**config.mk**
```make
export PLATFORM = sky130hd
export DESIGN_NAME = xs_round_sched
export DESIGN_NICKNAME = d
export VERILOG_FILES = /design/src/rtl/xs_pkg.sv /design/src/rtl/xs_step_unit.sv /design/src/rtl/xs_round_sched.sv
export SDC_FILE = /design/constraint.sdc
export NUM_CORES = 1
export LEC_CHECK = 0
export CORE_ASPECT_RATIO = 0.5
export CORE_MARGIN = 2
export CORE_UTILIZATION = 39
export DETAILED_ROUTE_END_ITERATION = 6
export PLACE_DENSITY_LB_ADDON = 0.12
export RECOVER_POWER = 25
export SYNTH_ARGS = -nofsm -noshare
export SYNTH_HDL_FRONTEND = slang
export SYNTH_SLANG_ARGS = --single-unit
```
**constraint.sdc**
```tcl
create_clock -name clk -period 2.2 [get_ports clk]
set_input_delay 0.22 -clock clk [delete_from_list [all_inputs] [get_ports clk]]
set_output_delay 0.22 -clock clk [all_outputs]
set_load 0.02 [all_outputs]
```
**src/rtl/xs_pkg.sv**
```systemverilog
`default_nettype none
// +----------------------------------------------------------------------+
// | Package     : xs_pkg                                                 |
// | Description : Shared widths, scheduler state encoding and the        |
// |               XOR-shift step function used by xs_round_sched.        |
// | Revision    : 1.0 - initial release                                  |
// +----------------------------------------------------------------------+
package xs_pkg;

  // Default operand/result width and round-count field width
  localparam int XS_W  = 8;
  localparam int XS_RW = 3;

  // Scheduler states; 2-bit encoding leaves one unused code
  typedef enum logic [1:0] {
    ST_IDLE = 2'd0,
    ST_RUN  = 2'd1,
    ST_DONE = 2'd2
  } xs_state_e;

  // One XOR-shift step: XOR with b, then shift left by one if the
  // pre-XOR MSB of a was set (zero fill on the right).
  function automatic logic [XS_W-1:0] xs_step(input logic [XS_W-1:0] a,
                                              input logic [XS_W-1:0] b);
    logic [XS_W-1:0] x;
    x = a ^ b;
    xs_step = a[XS_W-1] ? {x[XS_W-2:0], 1'b0} : x;
  endfunction

endpackage
`default_nettype wire

```
**src/rtl/xs_step_unit.sv**
```systemverilog
`default_nettype none
// +----------------------------------------------------------------------+
// | Module      : xs_step_unit                                           |
// | Description : Combinational XOR-shift step datapath. Single shared   |
// |               instance owned by the round scheduler.                 |
// | Revision    : 1.0 - initial release                                  |
// +----------------------------------------------------------------------+
module xs_step_unit
  import xs_pkg::*;
#(
  parameter int W = XS_W
) (
  input  logic [W-1:0] i_a,
  input  logic [W-1:0] i_b,
  output logic [W-1:0] o_c
);

  generate
    if (W == XS_W) begin : g_pkg_width
      // Package function is sized for the default width
      assign o_c = xs_step(i_a, i_b);
    end else begin : g_any_width
      // Same rule spelled out for a non-default width
      logic [W-1:0] w_x;
      assign w_x = i_a ^ i_b;
      assign o_c = i_a[W-1] ? {w_x[W-2:0], 1'b0} : w_x;
    end
  endgenerate

endmodule
`default_nettype wire

```
**src/rtl/xs_round_sched.sv**
```systemverilog
`default_nettype none
// +----------------------------------------------------------------------+
// | Module      : xs_round_sched                                         |
// | Description : Round-robin scheduler sharing one XOR-shift step unit  |
// |               between two requesters. Each job iterates the step R   |
// |               times and returns a tagged result.                     |
// | Revision    : 1.0 - initial release                                  |
// +----------------------------------------------------------------------+
module xs_round_sched
  import xs_pkg::*;
#(
  parameter int W  = XS_W,
  parameter int RW = XS_RW
) (
  input  logic            clk,
  input  logic            rst_n,
  input  logic [1:0]      req_valid,
  output logic [1:0]      req_ready,
  input  logic [2*W-1:0]  req_a,
  input  logic [2*W-1:0]  req_b,
  input  logic [2*RW-1:0] req_r,
  output logic            res_valid,
  input  logic            res_ready,
  output logic [W-1:0]    res_data,
  output logic            res_id,
  output logic            busy
);

  xs_state_e       r_state;
  xs_state_e       w_state_nxt;

  logic            r_last_grant;
  logic            w_pref;
  logic            w_grant;
  logic            w_grant_vld;
  logic            w_accept;

  logic [W-1:0]    w_a_sel;
  logic [W-1:0]    w_b_sel;
  logic [RW-1:0]   w_r_sel;

  logic [W-1:0]    r_acc;
  logic [W-1:0]    r_b;
  logic [RW-1:0]   r_cnt;
  logic            r_id;
  logic [W-1:0]    w_step;

  logic            r_res_valid;
  logic [W-1:0]    r_res_data;
  logic            r_res_id;

  // Round-robin winner: the requester after the last grant has priority
  always_comb begin
    w_pref      = ~r_last_grant;
    w_grant     = w_pref;
    w_grant_vld = 1'b0;
    if (req_valid[w_pref]) begin
      w_grant     = w_pref;
      w_grant_vld = 1'b1;
    end else if (req_valid[~w_pref]) begin
      w_grant     = ~w_pref;
      w_grant_vld = 1'b1;
    end
  end

  // Ready is offered only to the winner, only while idle and out of reset
  assign req_ready = ((r_state == ST_IDLE) && rst_n && w_grant_vld) ?
                     {w_grant, ~w_grant} : 2'b00;
  assign w_accept  = (r_state == ST_IDLE) && w_grant_vld;

  // Operand mux for the granted requester
  assign w_a_sel = w_grant ? req_a[2*W-1:W]   : req_a[W-1:0];
  assign w_b_sel = w_grant ? req_b[2*W-1:W]   : req_b[W-1:0];
  assign w_r_sel = w_grant ? req_r[2*RW-1:RW] : req_r[RW-1:0];

  // The single shared step datapath
  xs_step_unit #(
    .W (W)
  ) u_step (
    .i_a (r_acc),
    .i_b (r_b),
    .o_c (w_step)
  );

  // State register
  always_ff @(posedge clk or negedge rst_n) begin
    if (!rst_n) begin
      r_state <= ST_IDLE;
    end else begin
      r_state <= w_state_nxt;
    end
  end

  // Next-state logic: zero-round jobs skip RUN entirely
  always_comb begin
    w_state_nxt = r_state;
    case (r_state)
      ST_IDLE: begin
        if (w_accept) begin
          w_state_nxt = (w_r_sel != '0) ? ST_RUN : ST_DONE;
        end
      end
      ST_RUN: begin
        if (r_cnt == RW'(1)) begin
          w_state_nxt = ST_DONE;
        end
      end
      ST_DONE: begin
        if (r_res_valid && res_ready) begin
          w_state_nxt = ST_IDLE;
        end
      end
      default: w_state_nxt = ST_IDLE;
    endcase
  end

  // Job registers: capture on accept, iterate the step while running
  always_ff @(posedge clk or negedge rst_n) begin
    if (!rst_n) begin
      r_acc        <= '0;
      r_b          <= '0;
      r_cnt        <= '0;
      r_id         <= 1'b0;
      r_last_grant <= 1'b1;
    end else begin
      case (r_state)
        ST_IDLE: begin
          if (w_accept) begin
            r_acc        <= w_a_sel;
            r_b          <= w_b_sel;
            r_cnt        <= w_r_sel;
            r_id         <= w_grant;
            r_last_grant <= w_grant;
          end
        end
        ST_RUN: begin
          r_acc <= w_step;
          if (r_cnt != '0) begin
            r_cnt <= r_cnt - RW'(1);
          end
        end
        default: begin
        end
      endcase
    end
  end

  // Response register: loaded on the first DONE cycle, held until taken
  always_ff @(posedge clk or negedge rst_n) begin
    if (!rst_n) begin
      r_res_valid <= 1'b0;
      r_res_data  <= '0;
      r_res_id    <= 1'b0;
    end else if (r_state == ST_DONE) begin
      if (!r_res_valid) begin
        r_res_valid <= 1'b1;
        r_res_data  <= r_acc;
        r_res_id    <= r_id;
      end else if (res_ready) begin
        r_res_valid <= 1'b0;
      end
    end
  end

  assign res_valid = r_res_valid;
  assign res_data  = r_res_data;
  assign res_id    = r_res_id;
  assign busy      = (r_state != ST_IDLE);

endmodule
`default_nettype wire
```
After elaboration in Yosys (flattened, before gate mapping)
Cells that the tools add are included.

storage, ports and cells
  bits in registers = 33
  bits of input ports = 43

cells by class
  add/sub/neg operators = 1
  magnitude comparators = 2
  equal/unequal tests = 7
  muxes and demuxes = 25
  bitwise operators = 4
  reductions and logical operators = 14

operator list
  kind                                                                           count
  8-bit two-way mux                                                              4
  8-bit one-hot mux with 2 select lines                                          1
  1-bit two-way mux                                                              10
  2-bit two-way mux                                                              5
  3-bit two-way mux                                                              3
  2-bit != test (second input constant)                                          4
  8-bit bitwise XOR                                                              1
  2-bit one-hot mux with 3 select lines                                          1
  3-bit one-hot mux with 2 select lines                                          1
  2-bit AND reduction                                                            3
  3-bit AND reduction                                                            2
  3-bit nonzero test                                                             2
  1-bit logical AND                                                              4
  1-bit by 2-bit less-than comparator with 1-bit output (second input constant)  2
  2-bit nonzero test                                                             2
  3-bit by 1-bit == test with 1-bit output (second input constant)               1
  1-bit NOT                                                                      3
  3-bit by 1-bit subtractor with 3-bit output (second input constant)            1
  2-bit by 1-bit == test with 1-bit output (second input constant)               1
  2-bit == test (second input constant)                                          1
  2-bit logical NOT                                                              1

Logic depth before layout (Yosys ltp)
  word-level depth = 9
  gate-level depth with buffers = 6
  gate-level depth less buffers = 6

Cells and area by module
Synthesis repeated with hierarchy kept, for this count alone.

second synthesis, totals
  cells, all modules = 171
  area, all modules = 1835.5 µm²

by module, submodules not included
  module          instances  cells an instance  area an instance (µm²)  sequential area each (µm²)
  xs_round_sched  1          154                1687.9                  827.0
  xs_step_unit    1          17                 147.6                   0.0

Worst setup path after synthesis
Ideal clock, no wire load.

  path type = register -> output
  start point = reg r_last_grant
  end point = out req_ready[0]
  data arrival time = 1.314 ns
  data required time = 1.980 ns
  path slack = 0.666 ns
  stages on the path, launching flop included = 5
  path buffers = 1
  cell sequence = dfstp_2 nand2_1 nand2_4 buf_6 and3_1

on the way
  word-level cells in the longest chain between the ends = 6
  elaborated cells between the ends (all ways) = 12

RTL lines
  item                                                   RTL line                                    source
  start, declared                                        xs_round_sched.sv:32                        logic r_last_grant;
  start signal, assigned                                 xs_round_sched.sv:133                       r_last_grant <= w_grant;
  1-bit two-way mux (implied by the code) (2 in series)  xs_round_sched.sv:60                        end else if (req_valid[~w_pref]) begin
  1-bit two-way mux                                      xs_round_sched.sv:60
  1-bit two-way mux                                      xs_round_sched.sv:57                        if (req_valid[w_pref]) begin
  1-bit logical AND or 1-bit NOT (tied branches)         xs_round_sched.sv:67, xs_round_sched.sv:68
  2-bit two-way mux *                                    xs_round_sched.sv:67                        assign req_ready = ((r_state == ST_IDLE) && rst_n && w_grant_vld) ?
  end, declared                                          xs_round_sched.sv:18                        output logic [1:0] req_ready,

Every way passes the cells marked *; elsewhere a longest branch is shown, timed or not. The select of a mux whose other input is x is not followed.

Worst setup path after layout
  start point = reg r_state[1]
  end point = out busy

on the way
  word-level cells in the longest chain between the ends = 1

RTL lines
  item                    RTL line               source
  start, declared         xs_round_sched.sv:29   xs_state_e r_state;
  start signal, assigned  xs_round_sched.sv:90   r_state <= w_state_nxt;
  2-bit nonzero test      xs_round_sched.sv:168  assign busy = (r_state != ST_IDLE);
  end, declared           xs_round_sched.sv:26   output logic busy

Every way passes these cells.

==> flow_summary.ini <==
[synthesis]
synth_largest_area_cell = dfrtp_1
synth-edff-count = 0
synth.top_cell.area_share = 0.432
ys.flop_type = dfrtp_1
synth.area.top_cells = dfrtp_1 (43%), mux2i_1 (11%), mux2_2 (5.5%)
synth_area_per_cell_um2 = 10.7
synthCells = 173
ys_async_sr_fraction = 1.00
synth_area_mm2 = 0.00185
ys_ff_latch = 33
syn_nets = 219
synth-seq-area-share = 0.446
yosysWarnings = 0
synthDistinctLibCells = 44
synth.most_common_cell = dfrtp_1
synthTopCellsByCount = dfrtp_1 (32), mux2i_1 (21), o21ai_0 (15)

[worst_hold_path]
min_from = r_b[7]$_DFFE_PN0P_
holdCritPathClass = flip-flop to flip-flop
holdPathEnd = r_b[7]$_DFFE_PN0P_
holdPathStages = 2

[die]
die_x_um = 101
die_h_um = 52.7
core_mm2 = 0.00449
io-pin-count = 56
dieArea_mm2 = 0.00535
num_rows = 17
start_util = 0.413

[routing]
via_per_inst = 4.98
drt-met1-wl_um = 2220
avgRoutedWirePerCell_um = 14.4
drtIter0Drc = 44
vias = 1533
wl_met2_um = 1960
antenna_left = 0
totalWireLength_um = 4420
drtPass1Iterations = 4
wl_met3_um = 213
routed.top_layer = met4
drc = 0

[clocking]
post-cts-setup-buffers = 0
cts_num_sinks = 33
cts_tree = yes
h-tree-depth = 2
clk_path_buf_depth = 2
clkTransAtPathRegs_ns = 0.07
hold_buffers = 0
ctsRootBufferMaster = clkbuf_8
cts_resized = 2
cts_buffers = 5
clk_latency_ns = 0.29

[cells_and_area]
final_core_util = 0.592
antennaDiodeCount = 0
fin_nets = 287
drive_gt1_frac = 0.178
syn_to_final_growth_pct = 43.3

[power_and_ir_drop]
power_frac_comb = 0.506
clkPwrFrac = 0.164
ir_drop_v = 0.000419
power.leakage_nw = 1.19
finalPower_mw = 3.62
p_sw_frac = 0.388
seqPwrFrac = 0.330
p_switching_mw = 1.40
intPower_mw = 2.21
cellPowerDensity_mw_per_mm2 = 1360

[setup_path]
cp_max_fo = 8
required_ns = 1.98
r2r-start = r_last_grant$_DFFE_PN1P_
critPathMaxStageDelay_ns = 0.52
crit_arrival_ns = 1.64
path_buf_inv = 3
cp_slowest_cell = clkdlybuf4s50_1
reg2reg_setup_slack_ns = 0.59
crit_type = flip-flop to output port
cp_top_family = buffers and inverters
worstSetupStartpointType = flip-flop
reg2reg_depth = 5
crit_path_end_kind = output port
path_cells = nor2_1 > buf_4 > inv_1 > clkdlybuf4s50_1
r2r_end = r_acc[2]$_DFFE_PN0P_

[timing]
setup_viol_count_final = 0
rsz0062_at_grt = no
timing.slew.headroom = 0.546
finalCriticalPeriod_ns = 1.86
tns_ns = 0
fin_worst_skew_ns = 0.00509
fmax_mhz = 538
final_max_slew_viol_count = 0
hold_viol = 0
max_slew.worst_pin.slew_ns = 0.681
period_share = 0.845

[placed_design]
hpwl_um = 3450
portBuffers = 55
gp_congestion = 0.791

[run_status]
status = complete, no violations

[global_route]
grt_max_degree = 28
grt_pass1_vias = 1542
antenna_found_initial = 0
grt_pass1_wl_um = 7080
grt.total_usage = 0.182
overflow = 0

[run]
drv_cap = 0
## cells in the final DEF (no fill, tap or decap), types with 2 or more instances in the layout
| cell type | netlist | layout |
|---|---|---|
| dlymetal6s2s_1 | 0 | 2 |
| a21o_1 | 2 | 2 |
| o21ai_0 | 15 | 15 |
| nor2b_1 | 2 | 2 |
| nand2b_1 | 2 | 2 |
| nor2_1 | 5 | 5 |
| xnor2_1 | 7 | 7 |
| mux2i_1 | 21 | 21 |
| nor3_1 | 5 | 5 |
| dfrtp_1 | 32 | 31 |
| mux2_2 | 9 | 9 |
| nand2_1 | 13 | 13 |
| a32o_1 | 2 | 2 |
| o21ai_2 | 2 | 2 |
| ha_1 | 3 | 3 |
| a21oi_1 | 11 | 11 |
| clkbuf_1 | 3 | 2 |
| inv_1 | 4 | 4 |
| or2_2 | 2 | 2 |
| o22ai_1 | 3 | 3 |
| o221ai_1 | 2 | 2 |
| a22oi_1 | 2 | 2 |
| buf_4 | 0 | 11 |
| clkbuf_8 | 0 | 6 |
| clkdlybuf4s50_1 | 0 | 51 |
| nor3b_1 | 2 | 2 |
## metrics by stage
stage / hold WS (ns) / std cells / worst slack, ns / cell area (µm²)
floorplan: -0.0756 / 173 / 0.666 / 1850
global placement: 0.474 / 300 / -0.0385 / 2540
detailed placement: 0.475 / 300 / -0.0344 / 2540
CTS: 0.419 / 308 / 0.00553 / 2660
global route: 0.520 / 308 / 0.237 / 2660
finish: 0.498 / 308 / 0.342 / 2660
## flip-flops by register name, indices dropped and copies added (netlist names)
name,cells
res_id,1
r_id,1
res_valid,1
r_cnt,3
res_data,8
r_acc,8
r_last_grant,1
r_state,2
r_b,8
## how the worst max path moves through the flow
| stage | startpoint | to | cells after the start |
|---|---|---|---|
| 5_1_grt | r_state[1]$_DFFE_PN0P_ | busy | 4 |
| 2_1_floorplan | r_last_grant$_DFFE_PN1P_ | req_ready[0] | 4 |
| 3_3_place_gp | req_valid[0] | req_ready[0] | 5 |
| 6_report | r_state[1]$_DFFE_PN0P_ | busy | 4 |
| 3_5_place_dp | req_valid[0] | req_ready[0] | 5 |
| 4_1_cts | r_last_grant$_DFFE_PN1P_ | req_ready[0] | 4 |
## routing by layer
| metal | global-route usage | vias to the layer above |
|---|---|---|
| met5 | 0 | - |
| met3 | 0.0493 | 3 |
| li1 | - | 770 |
| met2 | 0.296 | 41 |
| met4 | 0.0608 | 0 |
| met1 | 0.236 | 719 |
## power by group through the flow
stage	clock network (mW)	registers, mW	logic, mW
after global routing	0.630	1.24	2.04
after floorplan	0	1.21	1.22
after global placement	0	1.19	1.80
final	0.592	1.19	1.83
after detailed placement	0	1.20	1.85
after CTS	0.600	1.19	1.86
## worst min-delay path, cell delays in order (launching register included)
cell and delay, ns:
dfrtp_1 0.35, nand2_1 0.05, o21ai_0 0.06
## cell families after synthesis
kind of cell / synth area share
DFF: 0.446
buffers and inverters: 0.0317
muxes: 0.168
and+or+nand+nor: 0.122
AOI/OAI and AO/OA: 0.179
xor gates and xnor gates: 0.0331
adders and majority gates: 0.0203
## final cells by class
cell class / count / area (µm²)
fillers: 425 / 1830
repair buffers: 68 / 646
well taps: 66 / 82.6
flip-flops and latches: 33 / 828
clock inverters: 1 / 30.0
multi-input cells: 129 / 967
clock buffers: 7 / 86.3
inverters: 4 / 15.0
Power figures use the tool's default switching activity.
